File: config.mk
export PLATFORM = sky130hd
export DESIGN_NAME = sp_link_ctrl
export DESIGN_NICKNAME = d
export VERILOG_FILES = /design/src/rtl/sp_link_ctrl.sv
export SDC_FILE = /design/constraint.sdc
export NUM_CORES = 1
export LEC_CHECK = 0
export CORE_UTILIZATION = 50
export DETAILED_ROUTE_END_ITERATION = 6
export HOLD_SLACK_MARGIN = 0.1
export PLACE_DENSITY_LB_ADDON = 0.12
export SLEW_MARGIN = 20
export SYNTH_ARGS = -nofsm -noshare
export SYNTH_HDL_FRONTEND = slang
export SYNTH_SLANG_ARGS = --single-unit
File: constraint.sdc
create_clock -name clk_4f -period 1.93 [get_ports clk_4f]
set_input_delay 0.386 -clock clk_4f [delete_from_list [all_inputs] [get_ports clk_4f]]
set_output_delay 0.386 -clock clk_4f [all_outputs]
set_load 0.005 [all_outputs]
File: src/rtl/sp_link_ctrl.sv
// sp_link_ctrl
//   Word-level link controller that sits behind the serial-to-parallel
//   converter and runs on the clk_4f word clock. It hunts for the COMMA
//   symbol, confirms LOCK_CNT consecutive commas before declaring lock,
//   forwards non-comma data words while locked (commas are idle and get
//   stripped), asks the converter for a bit slip while unaligned, and drops
//   lock after LOSS_CNT consecutive invalid words.
//
//   Handshake: data_in is consumed on every posedge where valid_in=1; there
//   is no backpressure. data_out is meaningful only on cycles where
//   valid_out=1, and it appears one edge after the matching input word.
//
// Ports
//   clk_4f     in   word clock, all logic on posedge
//   reset      in   asynchronous active-low reset
//   data_in    in   [7:0] parallel word from the converter
//   valid_in   in   data_in holds a valid word this cycle
//   data_out   out  [7:0] forwarded data word (holds when not updated)
//   valid_out  out  data_out valid (locked, non-comma word)
//   active     out  link locked
//   slip_req   out  one-cycle pulse asking for a one-bit boundary shift
//   loss_cnt   out  [7:0] lock losses since reset, saturating at 8'hFF
//   dbg_state  out  [1:0] current FSM state (0=HUNT, 1=CONFIRM, 2=LOCKED)
module sp_link_ctrl #(
  parameter logic [7:0] COMMA     = 8'hBC,
  parameter int         LOCK_CNT  = 4,
  parameter int         LOSS_CNT  = 3,
  parameter int         SLIP_WAIT = 8
) (
  input  logic       clk_4f,
  input  logic       reset,
  input  logic [7:0] data_in,
  input  logic       valid_in,
  output logic [7:0] data_out,
  output logic       valid_out,
  output logic       active,
  output logic       slip_req,
  output logic [7:0] loss_cnt,
  output logic [1:0] dbg_state
);

  localparam int CW = $clog2(LOCK_CNT + 1);
  localparam int BW = $clog2(LOSS_CNT + 1);
  localparam int TW = $clog2(SLIP_WAIT);

  localparam logic [CW-1:0] LOCK_LAST  = CW'(LOCK_CNT - 1);
  localparam logic [BW-1:0] LOSS_LAST  = BW'(LOSS_CNT - 1);
  localparam logic [TW-1:0] TIMER_LAST = TW'(SLIP_WAIT - 1);

  typedef enum logic [1:0] {
    HUNT    = 2'd0,
    CONFIRM = 2'd1,
    LOCKED  = 2'd2
  } state_t;

  state_t        state, state_nxt;
  logic [CW-1:0] cnt, cnt_nxt;
  logic [TW-1:0] timer, timer_nxt;
  logic [BW-1:0] bad, bad_nxt;
  logic [7:0]    data_nxt;
  logic          valid_nxt;
  logic          active_nxt;
  logic          slip_nxt;
  logic [7:0]    loss_nxt;
  logic          is_comma;

  assign is_comma  = (data_in == COMMA);
  assign dbg_state = state;

  always_ff @(posedge clk_4f or negedge reset) begin
    if (!reset) begin
      state     <= HUNT;
      cnt       <= '0;
      timer     <= '0;
      bad       <= '0;
      data_out  <= '0;
      valid_out <= 1'b0;
      active    <= 1'b0;
      slip_req  <= 1'b0;
      loss_cnt  <= '0;
    end else begin
      state     <= state_nxt;
      cnt       <= cnt_nxt;
      timer     <= timer_nxt;
      bad       <= bad_nxt;
      data_out  <= data_nxt;
      valid_out <= valid_nxt;
      active    <= active_nxt;
      slip_req  <= slip_nxt;
      loss_cnt  <= loss_nxt;
    end
  end

  always_comb begin
    state_nxt  = state;
    cnt_nxt    = cnt;
    timer_nxt  = timer;
    bad_nxt    = bad;
    data_nxt   = data_out;
    valid_nxt  = 1'b0;
    active_nxt = active;
    slip_nxt   = 1'b0;
    loss_nxt   = loss_cnt;

    case (state)
      HUNT: begin
        if (valid_in) begin
          if (is_comma) begin
            // A comma always beats a slip that would fire on the same edge.
            timer_nxt = '0;
            if (LOCK_CNT == 1) begin
              state_nxt  = LOCKED;
              active_nxt = 1'b1;
              cnt_nxt    = '0;
              bad_nxt    = '0;
            end else begin
              state_nxt = CONFIRM;
              cnt_nxt   = CW'(1);
            end
          end else if (timer == TIMER_LAST) begin
            slip_nxt  = 1'b1;
            timer_nxt = '0;
          end else begin
            timer_nxt = timer + 1'b1;
          end
        end
      end

      CONFIRM: begin
        if (valid_in) begin
          if (is_comma) begin
            if (cnt == LOCK_LAST) begin
              state_nxt  = LOCKED;
              active_nxt = 1'b1;
              cnt_nxt    = '0;
              bad_nxt    = '0;
            end else begin
              cnt_nxt = cnt + 1'b1;
            end
          end else begin
            state_nxt = HUNT;
            cnt_nxt   = '0;
            timer_nxt = '0;
          end
        end
      end

      LOCKED: begin
        if (valid_in) begin
          bad_nxt = '0;
          if (!is_comma) begin
            data_nxt  = data_in;
            valid_nxt = 1'b1;
          end
        end else if (bad == LOSS_LAST) begin
          state_nxt  = HUNT;
          active_nxt = 1'b0;
          cnt_nxt    = '0;
          timer_nxt  = '0;
          bad_nxt    = '0;
          loss_nxt   = (loss_cnt == 8'hFF) ? loss_cnt : loss_cnt + 8'd1;
        end else begin
          bad_nxt = bad + 1'b1;
        end
      end

      default: begin
        state_nxt  = HUNT;
        cnt_nxt    = '0;
        timer_nxt  = '0;
        bad_nxt    = '0;
        active_nxt = 1'b0;
      end
    endcase
  end

endmodule

After elaboration in Yosys (flattened, before gate mapping)
Cells that the tools add are included.
Widths: inputs -> output; s select.
{ "totals": {"regBits": 29, "input_bits": 11, "word_cells": 82} }
{ "op_classes": {"addsub": 4, "eq_ne": 16, "n_mux": 41, "bitwise_logic": 4, "n_reduce_logical": 8} }
{ "ops": {"columns": ["cell", "count"], "rows": [
  ["$mux 3", 12],
  ["$mux 2", 12],
  ["$pmux 3 s3", 2],
  ["$eq 8x8->1 const B", 2],
  ["$ne 2x2->1 const B", 8],
  ["$mux 1", 12],
  ["$pmux 2 s3", 2],
  ["$reduce_and 6->1", 2],
  ["$reduce_and 5->1", 2],
  ["$add 8x1->8 const B", 1],
  ["$reduce_and 4->1", 2],
  ["$add 3x1->3 const B", 2],
  ["$eq 2x2->1 const B", 2],
  ["$not 1->1", 4],
  ["$eq 3x2->1 const B", 1],
  ["$eq 3x3->1 const B", 1],
  ["$ne 3x3->1 const B", 1],
  ["$pmux 1 s3", 1],
  ["$reduce_and 3->1", 1],
  ["$add 2x1->2 const B", 1],
  ["$eq 2x1->1 const B", 1],
  ["$logic_not 2->1", 1]
]} }

Longest topological paths before layout
Gate-level depths: netlist (run 1).
{ "depth": {"ltp_word": 5, "ltp_mapped": 5} }

Worst setup path before layout (run 1)
Ideal clock, no wire load.
{ "synth_path": {"path_kind": "input to register", "from": "input port data_in[6]", "to": "register data_out[0]", "setup_time_ps": 125, "arrival_ps": 1406, "required_ps": 1805, "setup_slack_ps": 399, "path_stages": 5, "cell_sequence": "nand4b_1 > nor4_4 > nor3b_1 > buf_6 > mux2_4"} }
{ "synth_via": {"elab_chain_len": 3} }
{ "synth_rtl": {"columns": ["element", "line", "text"], "rows": [
  ["start, declared", "32", "input logic [7:0] data_in,"],
  ["$eq 8x8->1", "67", "assign is_comma = (data_in == COMMA);"],
  ["$not 1->1 (no line)", null, null],
  ["$reduce_and 3->1 (no line)", null, null],
  ["end signal, assigned", "86", "data_out <= data_nxt;"],
  ["end, declared", "34", "output logic [7:0] data_out,"]
]} }
Every way passes these cells.
A chain may end at the register's enable or synchronous reset.

Final worst setup path (run 1)
{ "layout_path": {"from": "register state[1], in the netlist dbg_state[1]", "to": "output port dbg_state[1]"} }
{ "layout_lines": {"columns": ["element", "line", "text"], "rows": [
  ["start, declared", "56", "state_t state, state_nxt;"],
  ["start signal, assigned", "82", "state <= state_nxt;"],
  ["end, declared", "39", "output logic [1:0] dbg_state"]
]} }
No word-level cell between the ends.

==> results.yml, run 1 <==
outcome:
  status: "complete, but fails checks"
  violations: "DRC"
detailed_routing:
  wirelength_um: 3030
  routed_via_density: 5.61
  route.antenna.remaining_nets: 0
  dr_total_vias: 1172
  first_pass_iters: 6
  wire_per_inst_um: 14.5
  drtIter0Drc: 58
  drc: 6
cts:
  clk_pin_slew_ns: 0.09
  cts_sinks: 29
  clock_path_buffers: 2
  cts_buffers: 5
  h-tree-depth: 2
  tritoncts: "yes"
  clk_latency_ns: 0.33
  cts_hold_buf: 0
  clock-root-buffer: "clkbuf_4"
timing:
  fmax_mhz: 561
  setup_viol: 0
  fin_ws_ns: 0.147
  slew_headroom: 0.604
  finalHoldViolations: 0
  clock_skew_ns: 0.00202
  layout_min_cycle_time_ns: 1.78
  setup_tns_ns: 0
  rsz0062_at_grt: "false"
  slew_violations: 0
  post-route-period-util: 0.924
  worst_slew_pin_slew_ns: 0.594
critical_path:
  end_kind: "output pin"
  arrival_ns: 1.40
  cp-start-kind: "flip-flop"
  criticalPathCategory: "flip-flop to output pin"
  crit_required_ns: 1.54
  cp_max_fo: 13
floorplan:
  io_pins: 32
  dieArea_mm2: 0.00322
  core.rowCount: 19
  die_width_um: 56.7
  coreArea_mm2: 0.00281
  initial_utilization: 0.534
  die_h_um: 56.7
placement:
  numPortBuffers: 31
  pre_cts_slack_ns: -0.384
  dp_hpwl_um: 2150
  gp_congestion: 0.781
  placed_cell_area_mm2: 0.00190
global_route:
  grt_pass1_wl_um: 5210
  use_met2: 0.337
  antenna_found_initial: 0
  grt_max_degree: 30
  grt.met3_usage: 0.0806
  grt-ovfl-total: 0
  top_usage_layer: "met2"
  grt_pass1_vias: 1137
  use_met1: 0.274
  grt_util_all_layers: 0.216
power:
  ir_worst_vdd_uv: 529
  p_sw_frac: 0.279
  switchingPower_uw: 463
  comb_power_share: 0.294
  internal-power_mw: 1.20
  cellLeakagePower_nw: 0.845
  p_clk_frac: 0.210
  seqPwrFrac: 0.496
  power.total_mw: 1.66
  powerDensity_mw_per_mm2: 850
synth:
  synthArstFlopShare: 1.00
  seq_area_frac_synth: 0.485
  synth_area_mm2: 0.00150
  synth_cell_type_count: 38
  syn_nets: 149
  ys_warn_count: 0
  postSynthCellCount: 134
  synth_edf_count: 0
  ys_ff_latch: 29
  syn_area_per_cell_um2: 11.2
  ys.flop_type: "dfrtp_1"
layout:
  diodes: 0
  nNetsFinal: 192
  syn2layout_area_growth_pct: 30.5
  final_area_mm2: 0.00195
  multiInputGateArea_um2: 746
  drive_gt1_frac: 0.169
  fillers: 212
  ff_latch_area_um2: 726
run:
  cap_violations: 0
worst_hold_path:
  hold_class: "input pin to async pin"
## cell usage after synthesis, types with 2 or more instances
library cell	number	area, um2
o21a_1	2	15.0
o21ai_0	3	15.0
nand2_1	15	56.3
ha_1	4	50.1
inv_1	2	7.51
o22ai_1	2	12.5
mux2_1	3	33.8
dfrtp_1	29	726
nor4_4	2	42.5
o211ai_1	4	30.0
nand3_1	8	40.0
nand4b_1	2	17.5
nor2b_1	5	31.3
nor2_1	9	33.8
mux2_4	8	120
and3_1	2	12.5
nand2b_1	4	25.0
o2bb2ai_1	2	17.5
clkbuf_1	3	11.3
a21oi_1	4	20.0
o21ai_1	2	10.0
nor3_1	3	15.0
## path summary, 6_finish.rpt
kind | startpoint | end | slack, ns | cells after the start
min reg2reg | cnt[2]$_DFFE_PN0P_ | cnt[2]$_DFFE_PN0P_ | 0.52 | 1
min | reset | data_out[7]$_DFFE_PN0P_ | 0.44 | 2
max | dbg_state[1]$_DFFE_PN0P_ | dbg_state[1] | 0.15 | 2
max reg2reg | dbg_state[0]$_DFFE_PN0P_ | loss_cnt[6]$_DFFE_PN0P_ | 0.24 | 5
max in group asynchronous | reset | timer[2]$_DFFE_PN0P_ | 1.22 | 2
min in group clk_4f | cnt[2]$_DFFE_PN0P_ | cnt[2]$_DFFE_PN0P_ | 0.52 | 1
## cells by family (layout without fill, tap and decap cells)
family / after synthesis / count (layout) / share of synthesized area
AO/OA/AOI/OAI: 23 / 23 / 0.101
XOR/XNOR: 1 / 1 / 0.00585
adder cells (fa/ha/maj): 4 / 4 / 0.0334
buffers and inverters: 7 / 51 / 0.0251
flip-flops: 29 / 29 / 0.485
multiplexers: 11 / 11 / 0.103
AND/OR/NAND/NOR: 59 / 59 / 0.247
## power by group through the flow
stage                     sequential [mW]  combinational [mW]  clock (mW)
after floorplan                     0.828               0.219           0
after global placement              0.829               0.471           0
after detailed placement            0.835               0.491           0
after CTS                           0.824               0.494       0.364
after global routing                0.842               0.532       0.393
final                               0.825               0.489       0.348
## final cells by class
cell class | instances | area share
clock buffer | 6 | 0.0211
clock inverter | 2 | 0.00512
inverter | 2 | 0.00384
multi-input combinational | 98 | 0.382
sequential | 29 | 0.371
tap | 31 | 0.0198
timing repair buffer | 41 | 0.197
## layer usage
layer / vias to the layer above / share of wire
li1: 581 / -
met1: 552 / 0.46
met2: 34 / 0.47
met3: 5 / 0.059
met4: 0 / 0.013
met5: - / 0
## critical path, cell delays in order (launching register included)
cell and delay, ns:
dfrtp_1 0.35, buf_4 0.20, clkdlybuf4s50_1 0.52
## repair_timing
action,in CTS,in global routing
hold endpoints to repair,0,0
setup endpoints to repair,8,0
buffers inserted,0,0
resized for setup,1,0
## sequential cells by signal, summed over array words and instances (netlist names)
name	count
active	1
bad	2
cnt	3
data_out	8
dbg_state	2
loss_cnt	8
slip_req	1
timer	3
valid_out	1
## through the flow
stage	util	instances	hold WS, ns
2_1_floorplan	-	134	0.0904
3_3_place_gp	0.676	201	0.482
3_5_place_dp	0.676	201	0.494
4_1_cts	0.697	209	0.434
5_1_grt	0.697	209	0.454
6_report	0.697	209	0.437
## cells in the final DEF (no fill, tap or decap), types with 3 or more instances in the layout
cell type,n
dfrtp_1,29
a21oi_1,4
nand3_1,8
nand2b_1,4
o21ai_0,3
nor2_1,9
nor2b_1,5
clkdlybuf4s50_1,31
o211ai_1,4
nor3_1,3
mux2_4,8
mux2_1,3
nand2_1,15
ha_1,4
clkbuf_4,5
buf_4,10
Power figures use the tool's default switching activity.
==> run 2, diff against run 1 <==
--- a/config.mk
+++ b/config.mk
@@ -5,11 +5,12 @@
 export SDC_FILE = /design/constraint.sdc
 export NUM_CORES = 1
 export LEC_CHECK = 0
+export CAP_MARGIN = 5
 export CORE_UTILIZATION = 50
 export DETAILED_ROUTE_END_ITERATION = 6
 export HOLD_SLACK_MARGIN = 0.1
 export PLACE_DENSITY_LB_ADDON = 0.12
-export SLEW_MARGIN = 20
+export REMOVE_ABC_BUFFERS = 1
 export SYNTH_ARGS = -nofsm -noshare
 export SYNTH_HDL_FRONTEND = slang
 export SYNTH_SLANG_ARGS = --single-unit
==> results.yml, run 2 (synthesis gave the netlist of run 1 again) <==
placement:
  gp_congestion: 0.761
  numPortBuffers: 31
  placedCellCount: 202
  dp_hpwl_um: 2290
layout:
  multiInputGateArea_um2: 746
  ff_latch_area_um2: 726
  diodes: 0
  final_cell_mix: "clkdlybuf4s50_1 (31), dfrtp_1 (29), nand2_1 (15)"
  finalNonFillerCells: 210
  syn2layout_area_growth_pct: 33.2
  nNetsFinal: 193
  layout_commonest_cell: "clkdlybuf4s50_1"
  drive_gt1_frac: 0.173
  top_regs: "data_out: 8 flops, loss_cnt: 8 flops"
  fillers: 211
timing:
  slew_violations: 0
  clock_skew_ns: 0.0109
  finalHoldViolations: 0
  layout_min_cycle_time_ns: 1.82
  post-route-period-util: 0.944
  worst_slew_pin_slew_ns: 0.623
  setup_viol: 0
  whs_ns: 0.424
  slew_headroom: 0.584
  fmax_mhz: 549
  rsz0062_at_grt: "false"
global_route:
  grt_max_degree: 30
  grt_pass1_wl_um: 5430
  grt-ovfl-total: 0
  grt_pass1_vias: 1161
  antenna_found_initial: 0
  grt_util_all_layers: 0.228
cts:
  clock-root-buffer: "clkbuf_4"
  clock_path_buffers: 2
  clk_latency_ns: 0.33
  cts_sinks: 29
  cts_buffers: 5
  tritoncts: "yes"
  cts_hold_buf: 0
  h-tree-depth: 2
  clk_pin_slew_ns: 0.09
floorplan:
  io_pins: 32
  core.rowCount: 19
  coreArea_mm2: 0.00281
  dieArea_mm2: 0.00322
  initial_utilization: 0.534
  die_h_um: 56.7
  die_width_um: 56.7
detailed_routing:
  routed_via_density: 5.73
  dr_total_vias: 1204
  first_pass_iters: 7
  drtIter0Drc: 40
  route.antenna.remaining_nets: 0
  drc: 2
  wire_per_inst_um: 15.5
  wirelength_um: 3260
power:
  powerDensity_mw_per_mm2: 925
  cellLeakagePower_nw: 0.863
  ir_worst_vdd_uv: 695
critical_path:
  crit_required_ns: 2.16
  ff2ff_path_depth: 5
  startpoint: "data_in[6]"
  end_kind: "flip-flop"
  cp_max_fo: 9
  cp-start-kind: "input pin"
  criticalPathCategory: "input pin to flip-flop"
  reg2reg_from: "dbg_state[0]$_DFFE_PN0P_"
  arrival_ns: 2.05
outcome:
  status: "complete, but fails checks"
  violations: "DRC"
worst_hold_path:
  hold_class: "input pin to async pin"
run:
  cap_violations: 0
## run 2: area by class of cell
class / instances / area share
repair buffers: 42 / 0.197
multi-input cells: 98 / 0.374
flip-flops and latches: 29 / 0.364
well taps: 31 / 0.0194
clock inverters: 1 / 0.0150
inverters: 2 / 0.00376
clock buffers: 7 / 0.0276
## run 2: routing by layer
metal | vias to the layer above | wire length, um | GRT usage
li1 | 578 | - | -
met1 | 596 | 1460 | 0.274
met2 | 25 | 1600 | 0.371
met3 | 5 | 142 | 0.0806
met4 | 0 | 60 | 0.0976
met5 | - | 0 | 0
## run 2: worst max-delay path: stages
cell             delay [ns]
clkdlybuf4s50_1        0.50
nand4b_1               0.18
nor4_4                 0.08
nor3b_4                0.56
mux2_4                 0.35
## run 2: metrics by stage
| step | setup slack [ns] | cell area, um2 | total power, mW | TNS [ns] | util |
|---|---|---|---|---|---|
| finish | 0.108 | 2000 | 1.85 | 0 | 0.711 |
| global route | 0.0745 | 2000 | 1.95 | 0 | 0.711 |
| CTS | 0.111 | 2000 | 1.87 | 0 | 0.711 |
| detailed placement | -0.441 | 1900 | 1.32 | -4.63 | 0.679 |
| global placement | -0.343 | 1900 | 1.30 | -3.24 | 0.679 |
| floorplan | -0.313 | 1470 | 1.04 | -2.58 | - |
## run 2: timing repair
action,CTS,global route
resized for setup,1,0
buffers inserted,0,0
setup endpoints to repair,8,0
## run 2: final timing paths
check | endpoint | slack [ns]
max in group asynchronous | cnt[0]$_DFFE_PN0P_ | 1.23
max reg2reg | loss_cnt[6]$_DFFE_PN0P_ | 0.22
min | bad[0]$_DFFE_PN0P_ | 0.42
max | data_out[5]$_DFFE_PN0P_ | 0.11
min reg2reg | data_out[4]$_DFFE_PN0P_ | 0.52
min in group clk_4f | data_out[4]$_DFFE_PN0P_ | 0.52
## run 2: where the power goes
group | switching (mW) | internal (mW)
registers | 0.0930 | 0.731
logic | 0.163 | 0.330
clock network | 0.218 | 0.309
==> run 3, diff against run 2 <==
--- a/config.mk
+++ b/config.mk
@@ -5,7 +5,7 @@
 export SDC_FILE = /design/constraint.sdc
 export NUM_CORES = 1
 export LEC_CHECK = 0
-export CAP_MARGIN = 5
+export CAP_MARGIN = 20
 export CORE_UTILIZATION = 50
 export DETAILED_ROUTE_END_ITERATION = 6
 export HOLD_SLACK_MARGIN = 0.1
==> results of run 3 <==
No change in the layout: final DEF, timing and power equal those of run 2.
